--- src/rtl/pipe_ctrl.sv ---
// Pipeline control unit: turns per-stage stall requests and a redirect into the
// stall bus, tracks per-stage valid bits, and keeps perf counters and a hang watchdog.
module pipe_ctrl #(
  parameter int STAGES      = 5,
  parameter int FLUSH_STAGE = 3,
  parameter int CNT_W       = 32,
  parameter int HANG_LIMIT  = 1024
) (
  input  logic              clk,
  input  logic              rst,
  input  logic [STAGES-1:0] stallreq,
  input  logic              flush_req,
  input  logic [31:0]       flush_pc,
  output logic [STAGES:0]   stall,
  output logic [STAGES-1:0] valid,
  output logic              flush,
  output logic [31:0]       new_pc,
  output logic [CNT_W-1:0]  cycle_cnt,
  output logic [CNT_W-1:0]  stall_cnt,
  output logic [CNT_W-1:0]  bubble_cnt,
  output logic [CNT_W-1:0]  retire_cnt,
  output logic              hang
);

  localparam logic [CNT_W-1:0] HANG_LIM_C = CNT_W'(HANG_LIMIT);
  localparam logic [CNT_W-1:0] CNT_ONE    = CNT_W'(1);

  logic [STAGES:0]   stall_raw;
  logic [STAGES-1:0] bubble;
  logic              any_stall;
  logic              any_bubble;

  logic [STAGES-1:0] valid_q, valid_d;
  logic [CNT_W-1:0]  cycle_cnt_q, cycle_cnt_d;
  logic [CNT_W-1:0]  stall_cnt_q, stall_cnt_d;
  logic [CNT_W-1:0]  bubble_cnt_q, bubble_cnt_d;
  logic [CNT_W-1:0]  retire_cnt_q, retire_cnt_d;
  logic [CNT_W-1:0]  run_q, run_d;
  logic              hang_q, hang_d;

  // A stalled stage also holds every younger stage and the PC, so hold bit j+1
  // is the OR of requests from stage j upward.
  always_comb begin
    stall_raw    = '0;
    stall_raw[0] = |stallreq;
    for (int j = 0; j < STAGES; j++) begin
      stall_raw[j+1] = |(stallreq >> j);
    end
  end

  assign flush     = flush_req & ~rst;
  assign stall     = (rst || flush_req) ? '0 : stall_raw;
  assign new_pc    = flush ? flush_pc : 32'h0;
  assign any_stall = |stall;

  // The stall bus is a run of ones from bit 0, so at most one boundary exists.
  always_comb begin
    bubble = '0;
    for (int j = 1; j < STAGES; j++) begin
      bubble[j] = stall[j] & ~stall[j+1];
    end
  end

  assign any_bubble = |bubble;

  always_comb begin
    valid_d = '0;
    if (flush && (FLUSH_STAGE > 0)) begin
      valid_d[0] = 1'b0;
    end else if (stall[1]) begin
      valid_d[0] = valid_q[0];
    end else begin
      valid_d[0] = 1'b1;
    end
    for (int j = 1; j < STAGES; j++) begin
      if (flush && (j < FLUSH_STAGE)) begin
        valid_d[j] = 1'b0;
      end else if (stall[j+1]) begin
        valid_d[j] = valid_q[j];
      end else if (bubble[j]) begin
        valid_d[j] = 1'b0;
      end else begin
        valid_d[j] = valid_q[j-1];
      end
    end
  end

  always_comb begin
    cycle_cnt_d  = cycle_cnt_q + CNT_ONE;
    stall_cnt_d  = any_stall ? (stall_cnt_q + CNT_ONE) : stall_cnt_q;
    bubble_cnt_d = any_bubble ? (bubble_cnt_q + CNT_ONE) : bubble_cnt_q;
    retire_cnt_d = valid_q[STAGES-1] ? (retire_cnt_q + CNT_ONE) : retire_cnt_q;
  end

  // Watchdog run length saturates at the limit; hang latches on the edge it arrives.
  always_comb begin
    run_d  = run_q;
    hang_d = hang_q;
    if (!any_stall || flush) begin
      run_d = '0;
    end else if (run_q != HANG_LIM_C) begin
      run_d = run_q + CNT_ONE;
    end
    if (run_d == HANG_LIM_C) begin
      hang_d = 1'b1;
    end
  end

  always_ff @(posedge clk) begin
    if (rst) begin
      valid_q      <= '0;
      cycle_cnt_q  <= '0;
      stall_cnt_q  <= '0;
      bubble_cnt_q <= '0;
      retire_cnt_q <= '0;
      run_q        <= '0;
      hang_q       <= 1'b0;
    end else begin
      valid_q      <= valid_d;
      cycle_cnt_q  <= cycle_cnt_d;
      stall_cnt_q  <= stall_cnt_d;
      bubble_cnt_q <= bubble_cnt_d;
      retire_cnt_q <= retire_cnt_d;
      run_q        <= run_d;
      hang_q       <= hang_d;
    end
  end

  assign valid      = valid_q;
  assign cycle_cnt  = cycle_cnt_q;
  assign stall_cnt  = stall_cnt_q;
  assign bubble_cnt = bubble_cnt_q;
  assign retire_cnt = retire_cnt_q;
  assign hang       = hang_q;

endmodule

--- config.mk ---
export PLATFORM = sky130hd
export DESIGN_NAME = pipe_ctrl
export DESIGN_NICKNAME = d
export VERILOG_FILES = /design/src/rtl/pipe_ctrl.sv
export SDC_FILE = /design/constraint.sdc
export NUM_CORES = 1
export LEC_CHECK = 0
export CORE_ASPECT_RATIO = 1.4
export CORE_MARGIN = 1.5
export CORE_UTILIZATION = 49
export CTS_CLUSTER_DIAMETER = 120
export DETAILED_ROUTE_END_ITERATION = 8
export PLACE_DENSITY = 0.9
export SLEW_MARGIN = 10
export SYNTH_ARGS = -nofsm -noshare
export SYNTH_HDL_FRONTEND = slang
export SYNTH_SLANG_ARGS = --single-unit
--- constraint.sdc ---
create_clock -name clk -period 3.5 [get_ports clk]
set_input_delay 0.525 -clock clk [delete_from_list [all_inputs] [get_ports clk]]
set_output_delay 0.525 -clock clk [all_outputs]
set_load 0.01 [all_outputs]
==> After elaboration in Yosys (flattened, before gate mapping) <==
Cells that the tools add are included.
Widths: inputs -> output; s select.
{ "op_classes": {"n_addsub": 5, "eq_ne": 2, "n_mux": 8, "n_bitwise": 10, "reduce_logical": 10} }
{ "op_table": {"columns": ["op", "n"], "rows": [
  ["$add 32x1->32 const B", 5],
  ["$mux 32", 3],
  ["$eq 32x11->1 const B", 1],
  ["$ne 32x11->1 const B", 1],
  ["$reduce_or 4->1", 2],
  ["$mux 6", 1],
  ["$reduce_or 6->1", 1],
  ["$and 1x1->1", 5],
  ["$not 1->1", 5],
  ["$reduce_or 5->1", 1],
  ["$mux 1", 4],
  ["$reduce_or 2->1", 2],
  ["$reduce_or 3->1", 1],
  ["$logic_or 1x1->1", 2],
  ["$logic_not 1->1", 1]
]} }
{ "totals": {"regBits": 166, "output_inout_bits": 173, "elab_cells": 46} }

==> Longest topological paths before layout <==
{ "depth": {"depth_word": 7, "ltp_mapped": 9} }

==> Least setup slack after synthesis <==
Ideal clock, no wire load.
{ "synth_timing": {"path_kind": "flip-flop to flip-flop", "from": "reg run_q[1]", "to": "reg hang_q, in the netlist hang", "t_arrival_ns": 2.374, "t_required_ns": 3.412, "setup_slack_ns": 1.038, "stages_incl_launch_ff": 9, "n_path_buf": 0, "period_less_slack_ns": 2.462, "cell_sequence": "dfxtp_1 > ha_1 > nand3_1 > or4_4 > nor3_1 > xnor2_1 > nor2_1 > or4_1 > o32ai_2"} }
{ "synth_via": {"elab_chain_len": 4, "elab_cells_between_ends": 5, "cone_classes": "add/sub: 1; eq/ne: 2; mux: 2"} }
{ "synth_lines": {"columns": ["element", "line_no", "source"], "rows": [
  ["from (decl)", "38", "logic [CNT_W-1:0] run_q, run_d;"],
  ["from (signal assigned)", "124", "run_q <= run_d;"],
  ["$add 32x1->32 / $ne 32x11->1 (equally long branches)", "102, 101", null],
  ["$mux 32 *", "101", "end else if (run_q != HANG_LIM_C) begin"],
  ["$mux 32 *", "99", "if (!any_stall || flush) begin"],
  ["$eq 32x11->1 *", "104", "if (run_d == HANG_LIM_C) begin"],
  ["to (signal assigned)", "125", "hang_q <= hang_d;"],
  ["to (decl)", "39", "logic hang_q, hang_d;"]
]} }
Mark *: on every way between the ends. The rest lies on a longest branch, timed or not.
A chain may end at the register's enable or synchronous reset.

==> Final worst setup path <==
{ "layout_timing": {"from": "in stallreq[1]", "to": "out stall[0]"} }
{ "layout_via": {"elab_chain_len": 2} }
{ "layout_lines": {"columns": ["element", "line_no", "source"], "rows": [
  ["from (decl)", "11", "input logic [STAGES-1:0] stallreq,"],
  ["$reduce_or 5->1", "45", "stall_raw[0] = |stallreq;"],
  ["$mux 6", "52", "assign stall = (rst || flush_req) ? '0 : stall_raw;"],
  ["to (decl)", "14", "output logic [STAGES:0] stall,"]
]} }
Every way passes these cells.

==> results.md <==
- The source-to-sink clock delay at the later pin of the worst-skew pair is 430 ps.
- The initial utilization of the core area, before any placement, comes to 0.502.
- In this run, post-CTS repair resized a total of 0 instances.
- The share of the cycle needed by the critical path after routing is 0.876.
- In the final layout, flip-flops and latches occupy 3320 µm².
- In this run, the number of DRC markers left after iteration 0 of detailed routing was 443.
- The number of setup buffers added after CTS is 0.
- The maximum number of pins on one net before global-route repair is 79.
- The area share of the largest cell type after synthesis is 0.422.
- STA classifies the critical path startpoint as an input pin.
- Setup violations remaining at the end of the flow were counted as 0.
- The path type of the worst min-delay path is input pin to flip-flop.
- The detailed-route via count is 7282.
- At the end of routability-driven placement, the weighted congestion stood at 0.911.
- The number of detailed-route iterations in the first pass is 5.
- The critical path start-end classification is input pin to primary output.
- Among cell families on the critical path, the largest total delay comes from buffers and inverters.
- The count of pins over their slew limit is 0.
- The clock period could shrink to 3070 ps.
- The number of different library cells in the post-synthesis netlist is 56.
- The global-route wire length before repair is 34400 µm.
- The critical path buffer and inverter count is 3.
- The arrival time at the worst endpoint is 2540 ps.
- After detailed routing, the number of remaining DRC violations is 0.
- The mean post-synth cell area is 8.50 µm².
- The floorplan step set the die width to 110 µm.
- The number of clock buffers added by TritonCTS is 17.
- The leading area contributor after synthesis is sky130_fd_sc_hd__dfxtp_1.
- The count of input and output buffers is 212.
- The die height is 153 µm.
- The signal on the critical path passes through clkdlybuf4s50_1, or4_4, o21ai_4, inv_2, clkdlybuf4s50_1.
- The most numerous cell type found on the critical path is sky130_fd_sc_hd__clkdlybuf4s50_1.
- The number of nets in the layout is 1172.
- Setup repair after global routing left no endpoint under its margin.
- The Yosys step of the flow raised 0 warnings.
- The initial antenna violation count was 0.
- In this run the core area contains 54 standard-cell rows.
- The number of top-level pins is 213.
- The combined area of the multi-input logic cells is 4320 µm².
- For this run, the leading register cell type out of synthesis is sky130_fd_sc_hd__dfxtp_1.
- Counting instances in the post-synthesis netlist gives the leading cell types as sky130_fd_sc_hd__dfxtp_1, sky130_fd_sc_hd__nor2_1, sky130_fd_sc_hd__xor2_1, sky130_fd_sc_hd__nand2_1, sky130_fd_sc_hd__nand3_1.
- The sequential cell area fraction in the yosys report is 0.422.
- The setup TNS is 0 ps.
- TritonCTS built the clock tree.
- In the final routed layout, each cell accounts on average for 15.9 µm.
- Of the cells placed in the final design, the portion with a size suffix greater than 1 is 0.0571.
- The number of synthesized register bits is 166.
- The largest clock skew in the final design is 7.92 ps.
- The detailed placer's ending HPWL is 15300 µm.
- Of all nets on the critical path, the largest fanout is 8.
- The detailed-route vias per instance is 5.45.
- The finished layout holds 1335 standard cells, fillers aside.
- The peak supply drop is 295 µV.
- The net count after synthesis is 972.
- The worst pin sits at a relative slew slack of 0.473.
- The number of global-route vias before repair is 6972.
- The post-synthesis instance total is 926.
- The die covers 16800 µm².
- The total overflow left after global routing is 0.
- The area growth from synthesis to layout is 36.5%.
- No sink is reached through more buffers than the 2 on the longest clock path.
- The run finished with clean final reports.
- The analysis attributes to cell leakage a power of 3.76 nW.
- After synthesis, the cell types taking the most area are sky130_fd_sc_hd__dfxtp_1, sky130_fd_sc_hd__xor2_1, sky130_fd_sc_hd__nor2_1, sky130_fd_sc_hd__xnor2_1, sky130_fd_sc_hd__nand3_1.
- Derived from the worst setup path, the maximum achievable clock frequency is 326 MHz.
- STA classifies the critical path endpoint as a primary output.
- The number of hold buffers added after CTS was 0.
- The count of flip-flops with a built-in enable after synthesis is 0.
- The final number of hold-violating endpoints came to 0.
- Fill cells in the final layout number 1138.
- The clock root buffer master is sky130_fd_sc_hd__clkbuf_16.
- The count of nets left with antenna violations once routing finished came out at 0.
- The depth of the CTS H-tree is 4.
- The ratio of total power to cell area is 382 nW/µm².
- The required time at the worst-slack endpoint is 2970 ps.
- Of all flip-flops after synthesis, the portion carrying an async set or reset was 0.
- The mapped netlist covers 7870 µm².
- Yosys instantiated no cell more often than sky130_fd_sc_hd__dfxtp_1.
- The cell at the slowest stage of the critical path is sky130_fd_sc_hd__or4_4.
- The repair_antennas step left the layout with diodes totalling 0.
- The placeable core area is 15700 µm².
- The delay of the slowest critical-path stage is 610 ps.
- The number of sinks on the clock net is 166.
- For this run, the total global-route usage over all layers was measured as 0.259.
- The sum of routed wire length over all layers is 21300 µm.
- The number of instances in the placed design is 1303.
- The clock slew seen by the registers of the worst setup and hold paths is 60 ps.
- For the pin with the worst max-slew slack, the measured transition is 791 ps.
- The number of maximum-capacitance constraint violations is 0.
layer usage:
metal,share of wire,global-route usage,vias up
met2,0.50,0.444,251
met3,0.072,0.0797,59
met5,0,0,-
li1,-,-,3564
met4,0.027,0.0977,0
met1,0.40,0.297,3408
logic make-up after synthesis:
logic type / count (synthesis) / synth area share
AND/OR/NAND/NOR: 477 / 0.320
buffers and inverters: 52 / 0.0297
XOR/XNOR: 132 / 0.147
AO/OA/AOI/OAI: 89 / 0.0668
adder cells (fa/ha/maj): 6 / 0.00954
multiplexers: 4 / 0.00509
flip-flops: 166 / 0.422
per-stage QoR:
| stage | cell area (µm²) | setup WS [ps] | util | hold slack, ps | total power, mW |
|---|---|---|---|---|---|
| 2_1_floorplan | 7870 | 1040 | - | 465 | 2.03 |
| 3_3_place_gp | 10100 | 498 | 0.645 | 439 | 2.14 |
| 3_5_place_dp | 10100 | 444 | 0.645 | 450 | 2.14 |
| 4_1_cts | 10700 | 456 | 0.686 | 441 | 4.12 |
| 5_1_grt | 10700 | 379 | 0.686 | 459 | 4.22 |
| 6_report | 10700 | 435 | 0.686 | 452 | 4.10 |
sequential cells by signal, indices dropped and copies added, names as in the netlist:
register	count
bubble_cnt	32
cycle_cnt	32
retire_cnt	32
run_q	32
stall_cnt	32
valid	5
hang	1
layout make-up:
class,instances,area share
Inverter,13,0.00454
Tap cell,196,0.0228
Sequential cell,166,0.309
Clock buffer,20,0.0425
Clock inverter,12,0.0164
Multi-Input combinational cell,708,0.402
Timing Repair Buffer,220,0.203
tightest hold or removal path, cell delays in order:
cell	delay [ps]
sky130_fd_sc_hd__buf_4	130
sky130_fd_sc_hd__nor2_4	70
sky130_fd_sc_hd__o21a_1	100
report_power, final:
part           internal (mW)  switching (mW)  leakage, nW
logic                  0.104          0.0915         2.12
registers               1.90         0.00857         1.34
clock network           1.23           0.769        0.306
total                   3.23           0.869         3.76
cells in the final DEF, fill, tap and decap left out, types with 3 or more instances in the layout:
master                            Yosys  final
sky130_fd_sc_hd__clkdlybuf4s50_1      0    211
sky130_fd_sc_hd__dfxtp_1            166    166
sky130_fd_sc_hd__nor2_1             146    146
sky130_fd_sc_hd__xor2_1              89     89
sky130_fd_sc_hd__nand2_1             69     69
sky130_fd_sc_hd__nand3_1             57     57
sky130_fd_sc_hd__xnor2_1             43     43
sky130_fd_sc_hd__and2_1              41     41
sky130_fd_sc_hd__a21oi_1             35     35
sky130_fd_sc_hd__o21ai_0             32     32
sky130_fd_sc_hd__and3_1              28     28
sky130_fd_sc_hd__nand4_1             27     27
sky130_fd_sc_hd__or3_1               27     27
sky130_fd_sc_hd__clkbuf_16            0     17
sky130_fd_sc_hd__nor3_1              15     15
sky130_fd_sc_hd__and4_1              15     15
sky130_fd_sc_hd__inv_1               12     12
sky130_fd_sc_hd__nor2b_1             10     10
sky130_fd_sc_hd__nor4_1               9      9
sky130_fd_sc_hd__buf_4                3      9
sky130_fd_sc_hd__ha_1                 6      6
sky130_fd_sc_hd__nor4_2               5      5
sky130_fd_sc_hd__mux2i_1              4      4
sky130_fd_sc_hd__or2_2                4      4
sky130_fd_sc_hd__a31oi_1              4      4
sky130_fd_sc_hd__bufinv_16            0      4
sky130_fd_sc_hd__nand4_2              3      3
sky130_fd_sc_hd__nand2b_1             3      3
sky130_fd_sc_hd__nor4b_1              3      3
sky130_fd_sc_hd__o2111ai_1            3      3
sky130_fd_sc_hd__clkinv_4             0      3
sky130_fd_sc_hd__clkinv_2             0      3
worst paths after layout:
path | startpoint | end | slack, ps | depth (start not counted)
worst max-delay path | stallreq[1] | stall[0] | 430 | 5
worst min-delay path | rst | valid[0] | 450 | 3
worst max register to register | run_q[1] | hang | 670 | 8
worst min register to register | cycle_cnt[0] | cycle_cnt[0] | 460 | 1
Power figures use the tool's default switching activity.
